File: config.mk
export PLATFORM = sky130hd
export DESIGN_NAME = local_dir_pred
export DESIGN_NICKNAME = d
export VERILOG_FILES = /design/src/rtl/pred_pkg.sv /design/src/rtl/pht_bank.sv /design/src/rtl/local_dir_pred.sv
export SDC_FILE = /design/constraint.sdc
export NUM_CORES = 1
export LEC_CHECK = 0
export BUFFER_PORTS_ARGS = -buffer_cell sky130_fd_sc_hd__buf_2
export CAP_MARGIN = 20
export CORE_ASPECT_RATIO = 0.7
export CORE_UTILIZATION = 55
export DETAILED_ROUTE_END_ITERATION = 7
export PLACE_DENSITY_LB_ADDON = 0.1
export SLEW_MARGIN = 20
export SYNTH_ARGS = -nofsm -noshare
export SYNTH_HDL_FRONTEND = slang
export SYNTH_SLANG_ARGS = --single-unit
File: constraint.sdc
create_clock -name clk -period 5.15 [get_ports clk]
set_input_delay 0.515 -clock clk [delete_from_list [all_inputs] [get_ports clk]]
set_output_delay 0.515 -clock clk [all_outputs]
set_load 0.05 [all_outputs]
File: src/rtl/pred_pkg.sv
// Shared types and counter helpers for the local-history direction predictor.
package pred_pkg;

    typedef logic [1:0] ctr2_t;

    localparam ctr2_t CTR_RST_DEF = 2'b01;

    typedef enum logic {
        INIT,
        RUN
    } pred_state_e;

    function automatic ctr2_t sat_inc(input ctr2_t c);
        return (c == 2'b11) ? c : c + 2'd1;
    endfunction

    function automatic ctr2_t sat_dec(input ctr2_t c);
        return (c == 2'b00) ? c : c - 2'd1;
    endfunction

endpackage

File: src/rtl/pht_bank.sv
// One PHT bank of 2-bit counters: async lookup read, async update read, one sync write port.
module pht_bank
    import pred_pkg::*;
#(
    parameter int unsigned IDX_W = 6
) (
    input  logic             clk,
    input  logic             we_i,
    input  logic [IDX_W-1:0] waddr_i,
    input  ctr2_t            wdata_i,
    input  logic [IDX_W-1:0] lk_addr_i,
    output ctr2_t            lk_data_o,
    input  logic [IDX_W-1:0] up_addr_i,
    output ctr2_t            up_data_o
);

    ctr2_t mem [2**IDX_W];

    always_ff @(posedge clk) begin
        if (we_i) begin
            mem[waddr_i] <= wdata_i;
        end
    end

    assign lk_data_o = mem[lk_addr_i];
    assign up_data_o = mem[up_addr_i];

endmodule

File: src/rtl/local_dir_pred.sv
// Two-level local-history direction predictor: per-PC BHT feeding FETCH_W banked 2-bit PHTs,
// with a table-clear FSM and a two-stage forwarded update pipeline.
module local_dir_pred
    import pred_pkg::*;
#(
    parameter int unsigned FETCH_W = 2,
    parameter int unsigned BHT_NUM = 32,
    parameter int unsigned BHR_LEN = 6,
    parameter ctr2_t       CTR_RST = CTR_RST_DEF
) (
    input  logic               clk,
    input  logic               resetn,
    input  logic               clear_i,
    output logic               ready_o,
    input  logic [31:0]        fetch_pc_i,
    output logic [FETCH_W-1:0] taken_o,
    input  logic               upd_valid_i,
    input  logic [31:0]        upd_pc_i,
    input  logic               upd_taken_i
);

    localparam int unsigned BANK_W = (FETCH_W > 1) ? $clog2(FETCH_W) : 1;
    localparam int unsigned OFS    = 2 + $clog2(FETCH_W);
    localparam int unsigned BHT_W  = $clog2(BHT_NUM);
    localparam int unsigned PHT_N  = 2**BHR_LEN;
    localparam int unsigned CLR_N  = (BHT_NUM > PHT_N) ? BHT_NUM : PHT_N;
    localparam int unsigned CLR_W  = $clog2(CLR_N);

    typedef logic [BHR_LEN-1:0] bhr_t;
    typedef logic [BANK_W-1:0]  bank_t;
    typedef logic [BHT_W-1:0]   bidx_t;

    function automatic bank_t bank_of(input logic [31:0] pc);
        return BANK_W'((pc >> 2) & 32'(FETCH_W - 1));
    endfunction

    function automatic bidx_t bht_idx_of(input logic [31:0] pc);
        return BHT_W'(pc >> (OFS + BHR_LEN));
    endfunction

    function automatic bhr_t pc_hash(input logic [31:0] pc);
        return BHR_LEN'(pc >> OFS);
    endfunction

    pred_state_e      state_q, state_d;
    logic [CLR_W-1:0] clr_cnt_q, clr_cnt_d;

    logic        u1_valid_q, u1_valid_d;
    logic [31:0] u1_pc_q, u1_pc_d;
    logic        u1_taken_q, u1_taken_d;

    logic  u2_valid_q, u2_valid_d;
    bidx_t u2_bht_idx_q, u2_bht_idx_d;
    bhr_t  u2_bhr_q, u2_bhr_d;
    bank_t u2_bank_q, u2_bank_d;
    bhr_t  u2_pht_idx_q, u2_pht_idx_d;
    ctr2_t u2_ctr_q, u2_ctr_d;

    bhr_t  bht_mem [BHT_NUM];
    logic  bht_we;
    bidx_t bht_waddr;
    bhr_t  bht_wdata;

    logic [FETCH_W-1:0] pht_we;
    bhr_t               pht_waddr;
    ctr2_t              pht_wdata;
    bhr_t               lk_addr [FETCH_W];
    ctr2_t              lk_data [FETCH_W];
    ctr2_t              up_data [FETCH_W];

    logic [31:0] slot_pc   [FETCH_W];
    bank_t       slot_bank [FETCH_W];
    bhr_t        slot_idx  [FETCH_W];

    bidx_t u1_bht_idx;
    bhr_t  u1_bhr;
    bank_t u1_bank;
    bhr_t  u1_pht_idx;
    ctr2_t u1_ctr;
    logic  u2_write;
    logic  in_init;

    logic unused_pc_bits;
    assign unused_pc_bits = ^{fetch_pc_i, upd_pc_i, u1_pc_q};

    assign in_init = (state_q == INIT);
    assign ready_o = (state_q == RUN);

    always_comb begin
        state_d   = state_q;
        clr_cnt_d = clr_cnt_q;
        if (clear_i) begin
            state_d   = INIT;
            clr_cnt_d = '0;
        end else if (in_init) begin
            if (clr_cnt_q == CLR_W'(CLR_N - 1)) begin
                state_d = RUN;
            end else begin
                clr_cnt_d = clr_cnt_q + CLR_W'(1);
            end
        end
    end

    // U1 sees U2's pending write through forwarding, so a branch committed on consecutive
    // cycles indexes with its already-shifted history.
    always_comb begin
        u1_valid_d = upd_valid_i && (state_q == RUN) && !clear_i;
        u1_pc_d    = upd_pc_i;
        u1_taken_d = upd_taken_i;

        u1_bht_idx = bht_idx_of(u1_pc_q);
        u1_bhr     = (u2_valid_q && (u2_bht_idx_q == u1_bht_idx)) ? u2_bhr_q : bht_mem[u1_bht_idx];
        u1_bank    = bank_of(u1_pc_q);
        u1_pht_idx = u1_bhr ^ pc_hash(u1_pc_q);
        u1_ctr     = (u2_valid_q && (u2_bank_q == u1_bank) && (u2_pht_idx_q == u1_pht_idx))
                     ? u2_ctr_q : up_data[u1_bank];

        u2_valid_d   = u1_valid_q && !clear_i;
        u2_bht_idx_d = u1_bht_idx;
        u2_bhr_d     = bhr_t'({u1_bhr, u1_taken_q});
        u2_bank_d    = u1_bank;
        u2_pht_idx_d = u1_pht_idx;
        u2_ctr_d     = u1_taken_q ? sat_inc(u1_ctr) : sat_dec(u1_ctr);
    end

    assign u2_write = u2_valid_q && !clear_i;

    always_comb begin
        bht_we    = u2_write;
        bht_waddr = u2_bht_idx_q;
        bht_wdata = u2_bhr_q;
        pht_we    = '0;
        pht_waddr = u2_pht_idx_q;
        pht_wdata = u2_ctr_q;
        if (in_init) begin
            bht_we    = (32'(clr_cnt_q) < BHT_NUM);
            bht_waddr = BHT_W'(clr_cnt_q);
            bht_wdata = '0;
            pht_we    = (32'(clr_cnt_q) < PHT_N) ? '1 : '0;
            pht_waddr = BHR_LEN'(clr_cnt_q);
            pht_wdata = CTR_RST;
        end else begin
            for (int unsigned b = 0; b < FETCH_W; b++) begin
                pht_we[b] = u2_write && (32'(u2_bank_q) == b);
            end
        end
    end

    always_ff @(posedge clk) begin
        if (bht_we) begin
            bht_mem[bht_waddr] <= bht_wdata;
        end
    end

    // Each slot lands in a distinct bank; route each slot's index to its bank's lookup port.
    always_comb begin
        for (int unsigned s = 0; s < FETCH_W; s++) begin
            slot_pc[s]   = {fetch_pc_i[31:2] + 30'(s), 2'b00};
            slot_bank[s] = bank_of(slot_pc[s]);
            slot_idx[s]  = bht_mem[bht_idx_of(slot_pc[s])] ^ pc_hash(slot_pc[s]);
        end
        for (int unsigned b = 0; b < FETCH_W; b++) begin
            lk_addr[b] = '0;
            for (int unsigned s = 0; s < FETCH_W; s++) begin
                if (32'(slot_bank[s]) == b) begin
                    lk_addr[b] = slot_idx[s];
                end
            end
        end
        taken_o = '0;
        if (state_q == RUN) begin
            for (int unsigned s = 0; s < FETCH_W; s++) begin
                taken_o[s] = lk_data[slot_bank[s]][1];
            end
        end
    end

    for (genvar b = 0; b < FETCH_W; b++) begin : g_bank
        pht_bank #(
            .IDX_W(BHR_LEN)
        ) u_bank (
            .clk      (clk),
            .we_i     (pht_we[b]),
            .waddr_i  (pht_waddr),
            .wdata_i  (pht_wdata),
            .lk_addr_i(lk_addr[b]),
            .lk_data_o(lk_data[b]),
            .up_addr_i(u1_pht_idx),
            .up_data_o(up_data[b])
        );
    end

    always_ff @(posedge clk or negedge resetn) begin
        if (!resetn) begin
            state_q      <= INIT;
            clr_cnt_q    <= '0;
            u1_valid_q   <= 1'b0;
            u1_pc_q      <= '0;
            u1_taken_q   <= 1'b0;
            u2_valid_q   <= 1'b0;
            u2_bht_idx_q <= '0;
            u2_bhr_q     <= '0;
            u2_bank_q    <= '0;
            u2_pht_idx_q <= '0;
            u2_ctr_q     <= '0;
        end else begin
            state_q      <= state_d;
            clr_cnt_q    <= clr_cnt_d;
            u1_valid_q   <= u1_valid_d;
            u1_pc_q      <= u1_pc_d;
            u1_taken_q   <= u1_taken_d;
            u2_valid_q   <= u2_valid_d;
            u2_bht_idx_q <= u2_bht_idx_d;
            u2_bhr_q     <= u2_bhr_d;
            u2_bank_q    <= u2_bank_d;
            u2_pht_idx_q <= u2_pht_idx_d;
            u2_ctr_q     <= u2_ctr_d;
        end
    end

endmodule

Word-level counts from Yosys, hierarchy flattened --
Memories as Yosys holds them, arrays and structs flattened. Index checks and enable logic that the tools add are counted.
Word-level totals: flip-flop bits (word level) 44, latch bits 0, RAM bits 448, ROM bits 0, input bits 69, output and inout port bits 3, word-level logic and storage cells 85, memories 3
Cells by class: $add $sub $neg 4, multiply operators 0, divide/modulo/power cells 0, $lt $le $gt $ge 4, equal/unequal tests 7, shift-type cells 0, mux-type cells 37, bitwise operators 7, reductions and logical operators 12
Memories:
- bht_mem | depth 32, bits a word 6, rd ports 3, clocked after memory_dff 0, wr ports 1, RTL line local_dir_pred.sv:59 | bhr_t bht_mem [BHT_NUM];
- g_bank[0].u_bank.mem | depth 64, bits a word 2, rd ports 2, clocked after memory_dff 0, wr ports 1, RTL line pht_bank.sv:17 | ctr2_t mem [2**IDX_W];
- g_bank[1].u_bank.mem | depth 64, bits a word 2, rd ports 2, clocked after memory_dff 0, wr ports 1, RTL line pht_bank.sv:17
Operators by type and width (number):
- $mux W6 | 10
- $mux W2 | 16
- $xor A6 B6 Y6 | 3
- $add A12 B1 Y12 const B | 1
- $mux W1 | 10
- $logic_and A1 B1 Y1 | 9
- $add A6 B1 Y6 const B | 1
- $eq A6 B6 Y1 | 1
- $eq A6 B6 Y1 const B | 1
- $ge A2 B2 Y1 const B | 3
- $lt A6 B6 Y1 const B | 1
- $not A1 Y2 | 3
- $eq A5 B5 Y1 | 1
- $mux W5 | 1
- $ne A2 B2 Y1 const B | 2
- $add A2 B1 Y2 const B | 1
- $eq A2 B2 Y1 const B | 1
- $logic_not A2 Y1 | 1
- $reduce_and A2 Y1 | 1
- $sub A2 B1 Y2 const B | 1
- $eq A1 B1 Y1 | 1
- $logic_not A1 Y1 | 1
- $not A1 Y1 | 1

Longest topological paths before layout --
Gate-level depths: netlist (run 1). An unclocked memory read counts as a cell.
depth in word-level cells 12, depth in mapped cells 21, gate-level depth less buffers 14

By module --
Synthesis (run 1) repeated with hierarchy kept, for this count alone.
Unflattened totals: cells, all modules 1786, area, all modules 26659.3 um^2
Modules (own cells, without submodules):
- local_dir_pred | instances 1, cells an instance 980, area an instance 13709.4 um^2, sequential area each 6816.5 um^2
- pht_bank | instances 2, cells an instance 403, area an instance 6475.0 um^2, sequential area each 3843.7 um^2

Least setup slack after synthesis (run 1) --
OpenSTA, ideal clock, no wires.
path type input -> output, start point input fetch_pc_i[9], end point output taken_o[0], data arrival time 5528 ps, setup slack -893 ps, stages 15, buffers on the path 6, cell sequence buf_2 > buf_2 > buf_2 > clkbuf_1 > clkbuf_1 > buf_2 > mux4_2 > mux4_2 > mux2i_1 > mux2_2 > o21ai_0 > nand2_1 > a2111oi_0 > nor3_1 > a221oi_1
On the way: longest elaborated chain between the ends 9, elaborated cells between the ends (all ways) 14
RTL lines:
- from (decl) | RTL line local_dir_pred.sv:15 | input logic [31:0] fetch_pc_i,
- $add A12 B1 Y12 or $mem_v2 Z32 W6 (tied branches)
- $mem_v2 Z32 W6 *
- $xor A6 B6 Y6 or $mux W6 (tied branches) | RTL line local_dir_pred.sv:160, local_dir_pred.sv:165
- $mux W6 | RTL line local_dir_pred.sv:165 | if (32'(slot_bank[s]) == b) begin
- $mem_v2 Z64 W2
- $mux W2 (not written as such) * (3 in a row) | RTL line local_dir_pred.sv:173 | taken_o[s] = lk_data[slot_bank[s]][1];
- $mux W2 * | RTL line local_dir_pred.sv:171 | if (state_q == RUN) begin
- to (decl) | RTL line local_dir_pred.sv:16 | output logic [FETCH_W-1:0] taken_o,
Mark *: on every way between the ends. The rest lies on a longest branch, timed or not. The select of a mux whose other input is x is not followed.

Worst setup path after layout (run 1) --
start point input fetch_pc_i[7], end point output taken_o[0]
On the way: longest elaborated chain between the ends 9, elaborated cells between the ends (all ways) 14
RTL lines:
- $add A12 B1 Y12 | RTL line local_dir_pred.sv:158 | slot_pc[s] = {fetch_pc_i[31:2] + 30'(s), 2'b00};
- $mem_v2 Z32 W6
- $xor A6 B6 Y6 | RTL line local_dir_pred.sv:160 | slot_idx[s] = bht_mem[bht_idx_of(slot_pc[s])] ^ pc_hash(slot_pc[s]);
- $mux W6 | RTL line local_dir_pred.sv:165
- $mem_v2 Z64 W2
- $mux W2 (not written as such) * (3 in a row) | RTL line local_dir_pred.sv:173
- $mux W2 * | RTL line local_dir_pred.sv:171
Marked as above.

==> PnR_summary.wiki, run 1 <==
{| class="wikitable"
! Metric !! Value
|-
| Most instantiated cells after synthesis || edfxtp_1 (448), nand2_1 (346), nor2_1 (229), mux4_2 (146), mux2i_1 (135)
|-
| Worst R2R Start || u1_pc_q[10]
|-
| Via count of the first global-routing pass || between 20000 and 25000
|-
| Total global routing track utilization || between 30% and 40%
|-
| Synth cell types || 81
|-
| Share of the yosys chip area belonging to registers || 53.3%
|-
| Clk Latency, worst-skew pair || 0.61 ns
|-
| Post-route DRC || 0
|-
| Maximum clock path buffer count || 3
|-
| Arrival time at the worst endpoint || just under 5 ns
|-
| Cell area after technology mapping || 0.0272 mm^2
|-
| Wire length of the first global-routing pass || 141 mm
|-
| Post-Place Worst Slack || -0.851 ns
|-
| Hold buffers post-CTS || 0
|-
| Via count || about 22000
|-
| Slew Viols, Final || 0
|-
| Post-Route Setup TNS || -0.416 ns
|-
| Via density per instance || a little under 7
|-
| Hold slack final || -0.0134 ns
|-
| PD cells || between 200 and 300 mW/mm^2
|-
| Most instantiated library cell after synthesis || edfxtp_1
|-
| Synthesis Warnings || 0
|-
| Main flop type after synthesis || edfxtp_1
|-
| # Max-Cap Violations || 0
|-
| Clock Sink Count || between 400 and 500
|-
| Worst flop-to-flop path endpoint || u2_ctr_q[1]
|-
| Top achievable clock speed || approximately 0.18 GHz
|-
| Largest fanout on the critical path || 13
|-
| Average cell area after synthesis || about 12 um^2
|-
| Layout fillers || roughly 3500
|-
| Most common cell on crit path || buf_4
|-
| Post-route setup slack || -0.263 ns
|-
| DRC violation total after the first TritonRoute iteration || ~3300
|-
| Number of H-tree levels || 2
|-
| Crit Path Category || in -> out
|-
| CTS buffer count || 47
|-
| Final Hold Viols || 12
|-
| CTS tree || yes
|-
| Area of the die || ~0.050 mm^2
|-
| Clock skew after layout || approximately 0.016 ns
|-
| Starting density of the core || 56.3%
|-
| Class of the most critical hold timing path || in -> async
|-
| Overflow left after global routing || 0
|-
| Post-DR wirelength/cell || roughly 30 um
|-
| Result of the run || complete, but fails checks
|-
| Number of endpoints failing setup at the final stage || 2
|-
| Maximum vdd drop || around 0.00038 V
|-
| Cells traversed along the worst timing path || buf_6, nand4_1, buf_6, buf_4, nor2_1, buf_4, buf_4, a311oi_2, mux2i_1, o22ai_2, buf_4, or2_2, a2111oi_4, buf_12, mux2i_1, mux2_4, a32o_2, a31oi_4, a32oi_4, buf_6, a221oi_4, buf_12
|-
| Critical Path End Type || primary output
|-
| Worst slew margin relative to its limit || between 20% and 30%
|-
| Leakage power total || around 0.012 uW
|-
| Cell accounting for the most synthesized area || edfxtp_1
|-
| Area inside the core boundary || 0.0484 mm^2
|-
| Count of buffering cells on the critical path with inverters included || 9
|-
| Detailed placer's ending HPWL || roughly 69 mm
|-
| Synth async-reset ratio || approximately 8.6%
|-
| I/O Pins || between 70 and 80
|-
| Worst R2R Setup Slack || roughly 0.22 ns
|-
| Die X-Extent || approximately 270 um
|-
| Actual slew at the worst max-slew pin || around 1.2 ns
|-
| Clock transition at the registers of the reported paths || 0.07 ns
|-
| Main area contributors after synthesis || edfxtp_1 (49%), mux4_2 (12%), mux2i_1 (5.0%), nand2_1 (4.8%), dfrtp_1 (3.9%)
|-
| Total length of routed wires || approximately 97 mm
|-
| Vert. Die Dim || 188 um
|-
| Clk Tree Root Cell || clkbuf_16
|-
| Number of enable flip-flop cells after synthesis || 448
|-
| Share of final-layout standard cells stronger than drive strength 1 || 29.8%
|-
| Shortest period the worst path allows || approximately 5.4 ns
|-
| Post-synthesis to final-layout area growth || 22.4%
|-
| Post-DRT Antenna Nets || 0
|-
| Pin count of the biggest net entering global routing || around 70
|-
| Fraction of synthesized cell area taken by the top area cell type || around 50%
|-
| Synthesized instance count || 2247
|-
| Largest delay contributor family on the critical path || buffers and inverters
|-
| Gp weighted congestion || around 1
|-
| Number of register bits inferred by synthesis || just under 500
|-
| Antenna Cells || 0
|-
| Critical Path Slowest Stage Cell || a2111oi_4
|-
| Port Buf Inserts || 31
|-
| Unrepaired setup endpoints after global routing || yes
|-
| Violations in the final reports || hold timing, setup timing
|-
| Count of cells along the worst register-to-register path || 14
|-
| Data required time at the worst endpoint || 4.64 ns
|-
| Largest stage delay, worst path || around 0.35 ns
|-
| Net count of the finished layout || approximately 2600
|-
| Startpoint type of the worst setup path || input port
|-
| Final clock period utilization by the worst path || 105%
|-
| Net count after synthesis || 2318
|-
| Number of detailed-route iterations in the first pass || 6
|-
| Number of standard-cell rows in the floorplan || between 60 and 70
|-
| Initial antenna violation count || 1
|}
routing by layer:
layer  part of all wire (%)  global-route usage, %  up-vias
li1                       -                      -     9260
met1                     41                   60.9    10900
met2                     40                   49.7     1698
met3                     16                   14.2      185
met4                    2.5                   10.5        2
met5                  0.013                      0        -
power breakdown:
group          switching, uW  total [uW]  internal (uW)
Clock                   1590        3480           1890
Combinational           1210        2100            895
Sequential              52.1        4390           4340
Total                   2850        9970           7120
registers in the layout (all words and copies together), names as in the netlist:
name and flops:
g_bank.u_bank.mem 256, bht_mem 192, u1_pc_q 12, clr_cnt_q 6, u2_bhr_q 6, u2_pht_idx_q 6
u2_bht_idx_q 5, u2_ctr_q 2, ready_o 1, u1_taken_q 1, u1_valid_q 1, u2_bank_q 1
u2_valid_q 1
cells in the final DEF (no fill, tap or decap), drive strengths merged, types with 16 or more instances in the layout:
master     n
clkbuf    57
and3      43
nand2    347
mux4     146
inv       24
dfrtp     42
mux2      26
nand3    101
mux2i    135
buf      371
a22oi     45
clkinv    25
nand2b    72
a2111oi   16
a211oi    42
nand4     37
nor2     230
edfxtp   448
xnor2     24
o21ai     40
a311oi    35
a21oi     17
cells by family after synthesis:
kind of cell	share of synthesized area, %
compound gates	8.74
simple gates	15.7
mux	18.1
flops	53.3
fa+ha+maj	0.165
xor+xnor	1.06
buf+inv	2.93
final cells by class:
cell class	count	area [um^2]	area share, %
tap	655	820	2.46
inverter	24	96.3	0.289
sequential	490	14500	43.6
timing repair buffer	374	3520	10.6
clock buffer	56	1210	3.63
multi-input combinational	1575	12900	38.7
clock inverter	31	274	0.823
worst max path at each step:
stage | startpoint | end | slack, ns | depth (start not counted)
after floorplan | ready_o | g_bank[0].u_bank.mem[0][1] | 0.02 | 4
after global placement | fetch_pc_i[2] | taken_o[0] | -0.75 | 20
after detailed placement | fetch_pc_i[2] | taken_o[1] | -0.85 | 21
after CTS | fetch_pc_i[8] | taken_o[0] | -0.16 | 16
after global routing | fetch_pc_i[7] | taken_o[0] | -0.32 | 22
final | fetch_pc_i[7] | taken_o[0] | -0.26 | 22
through the flow:
step	std cells	power (uW)	hold slack, ns	util, %	instance area (um^2)
floorplan	2247	5490	0.219	-	27300
global placement	3042	6280	0.450	62.0	30000
detailed placement	3044	6300	0.452	62.1	30100
CTS	3175	9830	0.000600	67.5	32600
global route	3205	10200	0.00517	68.9	33300
finish	3205	9970	-0.0134	68.9	33300
timing repair:
action | 4_1_cts | 5_1_grt
hold endpoints to repair | 0 | 0
endpoints found under the setup margin | 2 | 2
gates cloned | 4 | 1
pin swaps | 42 | 35
resized for setup | 153 | 74
setup buffers | 41 | 29
Power figures use the tool's default switching activity.
==> run 2: changes to the inputs <==
--- a/config.mk
+++ b/config.mk
@@ -5,9 +5,11 @@
 export SDC_FILE = /design/constraint.sdc
 export NUM_CORES = 1
 export LEC_CHECK = 0
+export ABC_AREA = 1
 export BUFFER_PORTS_ARGS = -buffer_cell sky130_fd_sc_hd__buf_2
 export CAP_MARGIN = 20
 export CORE_ASPECT_RATIO = 0.7
+export CORE_MARGIN = 2
 export CORE_UTILIZATION = 55
 export DETAILED_ROUTE_END_ITERATION = 7
 export PLACE_DENSITY_LB_ADDON = 0.1
==> run 2 against run 1 <==
The flow now finishes without violations. Cell count rose by 18%. Clock power rose by 1%. Synthesized cell count grew 39%. Via count up 11%. Fmax is 8.4% higher. Cell area down 11%. Die area increased by 1.5%. Combinational power is 20% lower. Register-to-register slack better by 0.06 ns. Power decreased by 3.8%. Worst setup slack improved by 0.42 ns. Critical endpoint is now taken_o[1]. Largest power group unchanged.
==> PnR_summary.wiki, run 2 <==
{| class="wikitable"
! Metric !! Value
|-
| Slew Viols, Final || 0 (unchanged)
|-
| Largest stage delay, worst path || 0.47 ns (+0.12 ns)
|-
| Number of endpoints failing setup at the final stage || 0 (-2)
|-
| Share of cell area taken by muxes after synthesis || 0% (-18 points)
|-
| Top achievable clock speed || 0.200 GHz (+8.4%)
|-
| Number of H-tree levels || 2 (unchanged)
|-
| Dominant combinational cell family by area after synthesis || simple AND/OR/NAND/NOR gates
|-
| Most common cell on crit path || nand2_1
|-
| Cell area after technology mapping || 0.0271 mm^2 (-0.34%)
|-
| Startpoint type of the worst setup path || input port
|-
| Share of the yosys chip area belonging to registers || 53.5% (+0.18 points)
|-
| Number of detailed-route iterations in the first pass || 7 (+1)
|-
| Largest delay contributor family on the critical path || simple AND/OR/NAND/NOR gates
|-
| Clock skew after layout || 0.0204 ns (+0.00482 ns)
|-
| Synthesized instance count || 3121 (+39%)
|-
| Critical Path End Type || primary output
|-
| Cell accounting for the most synthesized area || edfxtp_1
|-
| Class of the most critical hold timing path || in -> reg
|-
| Initial antenna violation count || 3 (+2)
|-
| Critical Path Slowest Stage Cell || o211ai_1
|-
| Crit Path Category || in -> out
|-
| Pin count of the biggest net entering global routing || 86 (+26%)
|-
| Synth async-reset ratio || 8.57% (unchanged)
|-
| Maximum vdd drop || 0.000286 V (-25%)
|-
| Main area contributors after synthesis || edfxtp_1 (50%), nand3_1 (13%), nand2_1 (9.2%), dfrtp_1 (3.9%), o21ai_0 (3.7%)
|-
| Area of the die || 0.0512 mm^2 (+1.5%)
|-
| Detailed placer's ending HPWL || 61.4 mm (-10%)
|-
| Top reg by flops || g_bank.u_bank.mem
|-
| Count of buffering cells on the critical path with inverters included || 7 (-2)
|-
| Flip-flop count of the largest register after layout || 256 (unchanged)
|-
| Post-route DRC || 0 (unchanged)
|-
| Post-synthesis to final-layout area growth || 9.78%
|-
| Number of standard-cell rows in the floorplan || 68 (+1.5%)
|-
| Overflow left after global routing || 0 (unchanged)
|-
| Worst slew margin relative to its limit || 17.4% (-2.8 points)
|-
| Switching component of the power || 2820 uW (-1.0%)
|-
| CTS tree || yes
|-
| Number of register bits inferred by synthesis || 490 (unchanged)
|-
| Synth cell types || 47 (-42%)
|-
| Simple logic cell fraction of the synthesized area || 27.5% (+12 points)
|-
| Cells traversed along the worst timing path || clkbuf_4, ha_1, nand2_1, nor2_1, nand3_1, nand2_2, inv_2, buf_12, o211ai_1, nand3_1, nand3_1, nand2_1, xor2_1, inv_2, o21ai_1, buf_4, inv_1, nand3_1, nand3b_1, nand2_1, nand2_1, nand2_1, nor2_1, buf_2
|-
| Vert. Die Dim || 190 um (+0.90%)
|-
| Final design area excluding fillers || 0.0298 mm^2 (-11%)
|-
| # Max-Cap Violations || 0 (unchanged)
|-
| Clk Tree Root Cell || clkbuf_16
|-
| Arrival time at the worst endpoint || 4.48 ns (-0.42 ns)
|-
| Shortest period the worst path allows || 5.00 ns (-0.418 ns)
|-
| Final Hold Viols || 0 (-12)
|-
| Via count of the first global-routing pass || 22300 (+7.1%)
|-
| Clock transition at the registers of the reported paths || 0.06 ns (about the same)
|-
| I/O Pins || 72 (unchanged)
|-
| CTS buffer count || 50 (+6.4%)
|-
| Starting density of the core || 55.4% (-0.92 points)
|-
| Parity-gate share of the synthesized area counting xor and xnor cells || 0.959% (-0.10 points)
|-
| Number of enable flip-flop cells after synthesis || 448 (unchanged)
|-
| DRC violation total after the first TritonRoute iteration || 4013 (+21%)
|-
| Leakage power total || 0.0117 uW (-2.5%)
|-
| Wire length of the first global-routing pass || 141 mm (about the same)
|-
| Cell Int Power || 6770 uW (-4.9%)
|-
| Registers with the most flip-flops || g_bank.u_bank.mem x256, bht_mem x192, u1_pc_q x12
|-
| Net count after synthesis || 3192 (+38%)
|-
| Gp weighted congestion || 1.00 (-2.2%)
|-
| Port Buf Inserts || 31 (unchanged)
|-
| Post-DRT Antenna Nets || 0 (unchanged)
|-
| Data required time at the worst endpoint || 4.64 ns (about the same)
|-
| Final clock period utilization by the worst path || 97.0% (-8.1 points)
|-
| Dpl cell area || 0.0281 mm^2 (-6.5%)
|-
| Part of the total power dissipated in sequential elements || 45.6% (+1.6 points)
|-
| Maximum clock path buffer count || 3 (unchanged)
|-
| Clk Latency, worst-skew pair || 0.61 ns (about the same)
|-
| Most instantiated library cell after synthesis || nand3_1
|-
| Adder and majority gate portion of the synthesized area || 0.0922% (-0.073 points)
|-
| Average cell area after synthesis || 8.69 um^2 (-28%)
|-
| Clock group share of total power || 36.8% (+1.9 points)
|-
| Synthesis Warnings || 0 (unchanged)
|-
| Fraction of synthesized cell area taken by the top area cell type || 49.6% (+0.17 points)
|-
| Main flop type after synthesis || edfxtp_1
|-
| Part of the total power dissipated in combinational logic || 17.6% (-3.5 points)
|-
| Most frequent cells in the layout || nand3_1 (685), nand2_1 (665), edfxtp_1 (448)
|-
| Net count of the finished layout || 3157 (+22%)
|-
| Unrepaired setup endpoints after global routing || no
|-
| Total length of routed wires || 94.6 mm (-2.3%)
|-
| Most common library cell in the layout ignoring fill and taps || nand3_1
|-
| Post-Route Setup TNS || 0 ns (+0.416 ns)
|-
| Total global routing track utilization || 36.5% (-2.3 points)
|-
| Clock Sink Count || 490 (unchanged)
|-
| Result of the run || finished clean
|-
| PD cells || 322 mW/mm^2 (+7.6%)
|-
| Synth Area in Compound Gates || 10.7% (+2.0 points)
|-
| Net Sw Frac || 29.4% (+0.82 points)
|-
| Via density per instance || 6.47 (-6.0%)
|-
| Actual slew at the worst max-slew pin || 1.24 ns (+0.0438 ns)
|-
| Post-CTS Setup Inserts || 0 (-100%)
|-
| Area inside the core boundary || 0.0490 mm^2 (+1.3%)
|-
| Largest fanout on the critical path || 26 (+13)
|-
| Share of final-layout standard cells stronger than drive strength 1 || 9.07% (-21 points)
|-
| Most instantiated cells after synthesis || nand3_1 (687), nand2_1 (667), edfxtp_1 (448), o21ai_0 (202), inv_1 (197)
|-
| Die X-Extent || 269 um (+0.58%)
|-
| Via count || 24500 (+11%)
|-
| Post-DR wirelength/cell || 25.0 um (-17%)
|}
## run 2: worst paths after layout
| kind | slack, ns | cells after the start | end | from |
|---|---|---|---|---|
| setup / recovery | 0.15 | 24 | taken_o[1] | fetch_pc_i[2] |
| min in group asynchronous | 0.05 | 1 | u2_pht_idx_q[5] | resetn |
| hold / removal | 0.02 | 1 | u1_pc_q[2] | upd_pc_i[2] |
| hold reg to reg | 0.46 | 0 | u2_bhr_q[0] | u1_taken_q |
| max in group asynchronous | 4.42 | 1 | u1_pc_q[9] | resetn |
| setup reg to reg | 0.28 | 25 | u2_ctr_q[0] | u1_pc_q[9] |
## run 2: kinds of logic (layout without fill, tap and decap cells)
family / count (synthesis) / in the layout
AOI/OAI and AO/OA: 511 / 511
xor gates and xnor gates: 25 / 25
adders and majority gates: 2 / 2
buffers and inverters: 438 / 438
DFF: 490 / 490
other: 0 / 5
and+or+nand+nor: 1655 / 1655
## run 2: power by group through the flow
stage          Sequential, uW  Combinational, uW  Clock, uW
2_1_floorplan            4440               1010          0
3_3_place_gp             4450               1580          0
3_5_place_dp             4450               1600          0
4_1_cts                  4370               1610       3530
5_1_grt                  4380               1780       3690
6_report                 4370               1690       3530
## run 2: worst reg2reg max path: stages (launching register included)
cell and delay (ns):
dfrtp_4 0.67, buf_4 0.53, a21oi_1 0.14, o21ai_0 0.13, nand3_1 0.21, nand2_1 0.21
nand2_1 0.10, nand3_1 0.16, nand3_2 0.18, nand2_2 0.13, nand2_1 0.10, nand2_4 0.49
buf_12 0.29, nand2_1 0.08, nand2_1 0.07, nand2_1 0.05, nand3_1 0.09, nand3_1 0.10
nand3_1 0.14, nand3_1 0.14, nand3_1 0.31, nand3_1 0.15, nand2_1 0.13, nand2_1 0.07
nand2_1 0.07, inv_1 0.04
## run 2: final cells by class
| cell class | count | area, um^2 |
|---|---|---|
| diodes | 5 | 12.5 |
| clock buffers | 65 | 1400 |
| clock inverters | 22 | 139 |
| fillers | 4165 | 19200 |
| inverters | 213 | 803 |
| multi-input cells | 2193 | 10700 |
| flip-flops and latches | 490 | 14500 |
| well taps | 665 | 832 |
| repair buffers | 138 | 1380 |
## run 2: repair_timing
item / CTS / global route
hold buffers: 8 / 0
endpoints found under the hold margin: 8 / 0
setup endpoints to repair: 0 / 2
resized for setup: 0 / 7
## run 2: through the flow
stage          std cells  worst slack [ns]  total power (uW)  utilization (%)  hold slack [ns]
3_5_place_dp        3690             0.238              6050             57.3            0.438
2_1_floorplan       3121              1.27              5450                -            0.219
3_3_place_gp        3690             0.285              6030             57.3            0.429
6_report            3791             0.155              9590             60.8           0.0204
5_1_grt             3789           0.00109              9850             60.8          0.00502
4_1_cts             3785             0.227              9510             60.6          0.00169
## run 2: per-layer routing
metal	wire (um)	part of all wire (%)	up-vias	GRT usage, %
li1	-	-	10900	-
met3	15800	17	222	13.3
met4	2270	2.4	0	9.15
met2	37200	39	1924	48.3
met5	0	0	-	0
met1	39400	42	11500	55.8
